## src/rtl/mc_controller.sv

```systemverilog
// Multicycle control unit for the shared-memory RISC-V datapath.
// Sequences the single ALU and the unified memory port, with a memory-ready timeout.
//
// state    | meaning
// FETCH    | read instruction at PC, PC <= PC+4 when memory ready
// DECODE   | compute branch/jump target OldPC+imm, dispatch on opcode
// MEMADR   | compute rs1+imm load/store address
// MEMREAD  | wait for load data
// MEMWB    | write load data to register file
// MEMWRITE | hold store request until memory ready
// EXECUTER | register-register ALU operation
// EXECUTEI | register-immediate ALU operation
// ALUWB    | write ALU result to register file
// BEQ      | compare rs1-rs2, take branch on zero
// JAL      | redirect PC, form link address OldPC+4
module mc_controller #(
   parameter int unsigned TIMEOUT = 255
) (
   input  logic       clk,
   input  logic       reset,
   input  logic [6:0] op,
   input  logic [2:0] funct3,
   input  logic       funct7b5,
   input  logic       Zero,
   input  logic       MemReady,
   output logic       PCWrite,
   output logic       AdrSrc,
   output logic       MemWrite,
   output logic       IRWrite,
   output logic [1:0] ResultSrc,
   output logic [1:0] ALUSrcA,
   output logic [1:0] ALUSrcB,
   output logic       RegWrite,
   output logic [1:0] ImmSrc,
   output logic [2:0] ALUControl,
   output logic       Retire,
   output logic       Fault,
   output logic [3:0] State
);

   typedef enum logic [3:0] {
      S_FETCH    = 4'd0,
      S_DECODE   = 4'd1,
      S_MEMADR   = 4'd2,
      S_MEMREAD  = 4'd3,
      S_MEMWB    = 4'd4,
      S_MEMWRITE = 4'd5,
      S_EXECUTER = 4'd6,
      S_EXECUTEI = 4'd7,
      S_ALUWB    = 4'd8,
      S_BEQ      = 4'd9,
      S_JAL      = 4'd10
   } state_t;

   typedef enum logic [1:0] {
      ALUOP_ADD   = 2'd0,
      ALUOP_SUB   = 2'd1,
      ALUOP_FUNCT = 2'd2
   } aluop_t;

   localparam logic [7:0] WAIT_TC = 8'(TIMEOUT - 1);

   state_t     state, state_next;
   aluop_t     alu_op;
   logic [7:0] wait_cnt, wait_cnt_next;
   logic       is_wait, timeout;

   always_ff @(posedge clk) begin
      if (reset) begin
         state    <= S_FETCH;
         wait_cnt <= '0;
      end else begin
         state    <= state_next;
         wait_cnt <= wait_cnt_next;
      end
   end

   assign is_wait = (state == S_FETCH) || (state == S_MEMREAD) || (state == S_MEMWRITE);
   assign timeout = is_wait && !MemReady && (wait_cnt == WAIT_TC);

   always_comb begin
      state_next = state;
      alu_op     = ALUOP_ADD;
      PCWrite    = 1'b0;
      AdrSrc     = 1'b0;
      MemWrite   = 1'b0;
      IRWrite    = 1'b0;
      ResultSrc  = 2'b00;
      ALUSrcA    = 2'b00;
      ALUSrcB    = 2'b00;
      RegWrite   = 1'b0;
      Retire     = 1'b0;
      Fault      = 1'b0;
      unique case (state)
         S_FETCH: begin
            ALUSrcB   = 2'b10;
            ResultSrc = 2'b10;
            if (timeout) begin
               Fault = 1'b1;
            end else begin
               IRWrite = MemReady;
               PCWrite = MemReady;
               if (MemReady) state_next = S_DECODE;
            end
         end
         S_DECODE: begin
            ALUSrcA = 2'b01;
            ALUSrcB = 2'b01;
            case (op)
               7'b0000011, 7'b0100011: state_next = S_MEMADR;
               7'b0110011:             state_next = S_EXECUTER;
               7'b0010011:             state_next = S_EXECUTEI;
               7'b1100011:             state_next = S_BEQ;
               7'b1101111:             state_next = S_JAL;
               default: begin
                  state_next = S_FETCH;
                  Fault      = 1'b1;
               end
            endcase
         end
         S_MEMADR: begin
            ALUSrcA    = 2'b10;
            ALUSrcB    = 2'b01;
            state_next = (op == 7'b0000011) ? S_MEMREAD : S_MEMWRITE;
         end
         S_MEMREAD: begin
            AdrSrc = 1'b1;
            if (MemReady) begin
               state_next = S_MEMWB;
            end else if (timeout) begin
               Fault      = 1'b1;
               state_next = S_FETCH;
            end
         end
         S_MEMWB: begin
            ResultSrc  = 2'b01;
            RegWrite   = 1'b1;
            Retire     = 1'b1;
            state_next = S_FETCH;
         end
         // The store request stays up on the timeout cycle so a late MemReady still completes it.
         S_MEMWRITE: begin
            AdrSrc   = 1'b1;
            MemWrite = 1'b1;
            if (MemReady) begin
               Retire     = 1'b1;
               state_next = S_FETCH;
            end else if (timeout) begin
               Fault      = 1'b1;
               state_next = S_FETCH;
            end
         end
         S_EXECUTER: begin
            ALUSrcA    = 2'b10;
            alu_op     = ALUOP_FUNCT;
            state_next = S_ALUWB;
         end
         S_EXECUTEI: begin
            ALUSrcA    = 2'b10;
            ALUSrcB    = 2'b01;
            alu_op     = ALUOP_FUNCT;
            state_next = S_ALUWB;
         end
         S_ALUWB: begin
            RegWrite   = 1'b1;
            Retire     = 1'b1;
            state_next = S_FETCH;
         end
         S_BEQ: begin
            ALUSrcA    = 2'b10;
            alu_op     = ALUOP_SUB;
            PCWrite    = Zero;
            Retire     = 1'b1;
            state_next = S_FETCH;
         end
         S_JAL: begin
            ALUSrcA    = 2'b01;
            ALUSrcB    = 2'b10;
            PCWrite    = 1'b1;
            state_next = S_ALUWB;
         end
         default: state_next = S_FETCH;
      endcase
      if (reset) begin
         PCWrite  = 1'b0;
         IRWrite  = 1'b0;
         RegWrite = 1'b0;
         MemWrite = 1'b0;
         Retire   = 1'b0;
         Fault    = 1'b0;
      end
   end

   // Any state change, or a timeout that re-enters FETCH, restarts the wait count.
   always_comb begin
      wait_cnt_next = wait_cnt;
      if ((state_next != state) || timeout) wait_cnt_next = '0;
      else if (is_wait && !MemReady)        wait_cnt_next = wait_cnt + 8'd1;
   end

   always_comb begin
      ALUControl = 3'b000;
      unique case (alu_op)
         ALUOP_SUB: ALUControl = 3'b001;
         ALUOP_FUNCT: begin
            case (funct3)
               3'b000:  ALUControl = (op[5] && funct7b5) ? 3'b001 : 3'b000;
               3'b010:  ALUControl = 3'b101;
               3'b110:  ALUControl = 3'b011;
               3'b111:  ALUControl = 3'b010;
               default: ALUControl = 3'b000;
            endcase
         end
         default: ALUControl = 3'b000;
      endcase
   end

   always_comb begin
      case (op)
         7'b0100011: ImmSrc = 2'b01;
         7'b1100011: ImmSrc = 2'b10;
         7'b1101111: ImmSrc = 2'b11;
         default:    ImmSrc = 2'b00;
      endcase
   end

   assign State = state;

endmodule
```

## config.mk

```make
export PLATFORM = sky130hd
export DESIGN_NAME = mc_controller
export DESIGN_NICKNAME = d
export VERILOG_FILES = /design/src/rtl/mc_controller.sv
export SDC_FILE = /design/constraint.sdc
export NUM_CORES = 1
export LEC_CHECK = 0
export ABC_AREA = 1
export BUFFER_PORTS_ARGS = -buffer_cell sky130_fd_sc_hd__buf_2
export CAP_MARGIN = 20
export CORE_ASPECT_RATIO = 1.5
export CORE_MARGIN = 4
export CORE_UTILIZATION = 34
export CTS_BUF_LIST = sky130_fd_sc_hd__clkbuf_4
export DETAILED_ROUTE_END_ITERATION = 10
export SLEW_MARGIN = 20
export SYNTH_ARGS = -nofsm -noshare
export SYNTH_HDL_FRONTEND = slang
export SYNTH_SLANG_ARGS = --single-unit
```

## constraint.sdc

```tcl
create_clock -name clk -period 1.6 [get_ports clk]
set_input_delay 0.08 -clock clk [delete_from_list [all_inputs] [get_ports clk]]
set_output_delay 0.08 -clock clk [all_outputs]
set_load 0.01 [all_outputs]
```

==> out/summary.txt <==
status - finished with violations
failing checks - setup timing
worst reg2reg setup slack - -0.02 ns
max cap viols - 0
most common cell after layout, fill and taps aside - nand2_1
maximum clock path buffer count - 2
first-pass GRT wire length - 5.31 mm
cell count after synthesis - 184
cell total after placement - 280
initial antenna violation count - 0
setup violators final - 11
Critical Path, Cell by Cell - inv_4 > buf_6 > nor2_4 > buf_6 > inv_1 > ha_1 > nor2_1 > a21oi_1 > buf_2
Reg power frac - 0.469
Comb pwr share - 0.250
final antenna-violating net count - 0
Crit Reg-Reg Startpoint - State[1]
P_leak - 0.000853 uW
CP max-delay cell - dfxtp_4
Buffers on Ports - 36
DRC Markers - 0
PD cells - 373 nW/um^2
Clock power frac - 0.281
Max Freq - 0.588 GHz
Clock Sinks - 12
reg2reg end - wait_cnt[6]
Synth warnings - 0
drt pass-1 iters - 4
CP Capture Type - primary output
min-delay worst type - primary input to flop
CP startpoint kind - flop
Rows - 24
Worst EP arrival - 1.62 ns
switching power - 198 uW
Chip Width - 53.9 um
Sw Ratio - 0.304
RePlAce Congestion - 0.846
final-report hold violation count - 0
Pins Over Slew Limit - 0
Top cell by count, worst path - buf_6
CP Max Fanout - 8
Die Ht - 76.8 um
fraction of layout cells with a size suffix above 1 - 0.500
1st-iter DRT viols - 16
most frequent cells in the layout - 40 x nand2_1, 35 x buf_2, 27 x buf_4, 26 x inv_1, 20 x nor2_1
syn_nets - 203
Period minus WS final - 1.70 ns
worst slew pin tran - 0.279 ns
CTS tree - yes
unrepaired setup endpoints after global routing - yes
I/O pins - 37
DP Worst Slack - -0.122 ns
DIE AREA - 4130 sq um
Area contributors post-synth - dfxtp_1 22%, nand2_1 16%, nor2_1 11%
Avg Cell Area, Syn - 5.83 sq um
Reg2Reg Depth - 12
drt total wl - 3.26 mm
final hold slack - 0.163 ns
Area Growth Syn to Fin - 62.9%
Worst Hold End - State[2]
vias in the first global route - 1340
Synth area leader - dfxtp_1
Worst EP required - 1.52 ns
CTS buffer count - 3
Initial Utilization - 0.361
Min-Delay Startpoint - reset
core area - 2970 sq um
TNS Setup - -0.313 ns
Max-slew headroom - 0.813
Vias - 1333
worst setup path startpoint - State[1]
pin count of the biggest net entering global routing - 12
wire per inst - 11.2 um
Synth Register Bits - 12
Worst-Skew Late Latency - 0.27 ns
Peak supply drop - 0.309 mV
final worst slack - -0.100 ns
DP HPWL - 2.49 mm
Reg clk slew, reported paths - 0.07 ns
gr ovfl total - 0
final net count - 273
Placed Area - 1470 sq um
CTS root buf - clkbuf_4
filler-free cell count of the finished design - 291
Setup CP Type - flop to primary output
cell area after layout - 1750 sq um
Internal - 453 uW
synth unique cells - 25
Setup Skew - 0.00183 ns
Ant. Diodes - 0
CTS Hold Bufs - 0
drt via density - 4.58
Mapped Area - 1070 sq um
Seq/Total Area, Yosys - 0.224
Hold Crit Depth - 2
Worst path max stage delay - 0.42 ns
GRT Overall Usage - 0.165
fillers - 297
CP bufs+invs - 5
CP top delay family - buffers and inverters
final period utilization - 1.06
CTS H-tree lvls - 1
Synth top area share - 0.224
## cells in the mapped netlist
master    number
a21oi_1        9
a31oi_1        3
clkbuf_1       1
clkinv_1       1
dfxtp_1       12
ha_1           4
inv_1         29
inv_2          4
nand2_1       46
nand2_2        4
nand2_4        1
nand3_1        9
nand3_2        2
nand4_1        2
nor2_1        30
nor2_2        12
nor2_4         1
nor3_1         2
nor4_1         1
o211ai_1       1
o21ai_0        1
o21ai_1        1
or2_2          1
xnor2_1        2
xor2_1         5
## stage by stage
| step | util | power (uW) |
|---|---|---|
| after floorplan | - | 395 |
| after detailed placement | 0.494 | 458 |
| after global placement | 0.494 | 457 |
| after global routing | 0.588 | 690 |
| final | 0.588 | 651 |
| after CTS | 0.546 | 647 |
## cell families after synthesis
kind of cell / Yosys count / share of synthesized area
compound gates: 15 / 0.0758
simple gates: 111 / 0.474
xor+xnor: 7 / 0.0572
flops: 12 / 0.224
fa+ha+maj: 4 / 0.0467
buf+inv: 35 / 0.123
## final cells by class
type / count / area, sq um / area share
multi-input cells: 137 / 865 / 0.495
clock buffers: 3 / 22.5 / 0.0129
inverters: 34 / 133 / 0.0759
repair buffers: 66 / 423 / 0.242
well taps: 39 / 48.8 / 0.0279
flip-flops and latches: 12 / 255 / 0.146
## per-layer routing
metal,wire (um),global-route usage,part of all wire
met1,1210,0.172,0.37
met2,1820,0.312,0.56
met3,140,0.0155,0.043
met4,85,0.0639,0.026
met5,0,0,0
## state kept, by name, summed over array words and instances (netlist names)
register / flops
State: 4
wait_cnt: 8
## how the worst max path moves through the flow
stage	endpoint	slack (ns)	depth (start not counted)
6_report	ALUControl[0]	-0.10	9
5_1_grt	ALUControl[0]	-0.20	9
4_1_cts	ALUControl[0]	-0.14	10
3_3_place_gp	wait_cnt[7]	-0.11	12
3_5_place_dp	wait_cnt[3]	-0.12	12
2_1_floorplan	ALUControl[0]	0.06	9
## power by group through the flow
stage | Sequential, uW | Combinational [uW] | Clock, uW
final | 306 | 163 | 183
after global routing | 306 | 183 | 201
after CTS | 305 | 155 | 188
after detailed placement | 315 | 143 | 0
after global placement | 315 | 143 | 0
after floorplan | 314 | 80.5 | 0
## what timing repair did
item,in CTS,in global routing
buffers inserted,6,2
pin swaps,14,13
setup endpoints to repair,14,15
gates cloned,0,0
resized for setup,33,21
(Power assumes the default switching activity.)
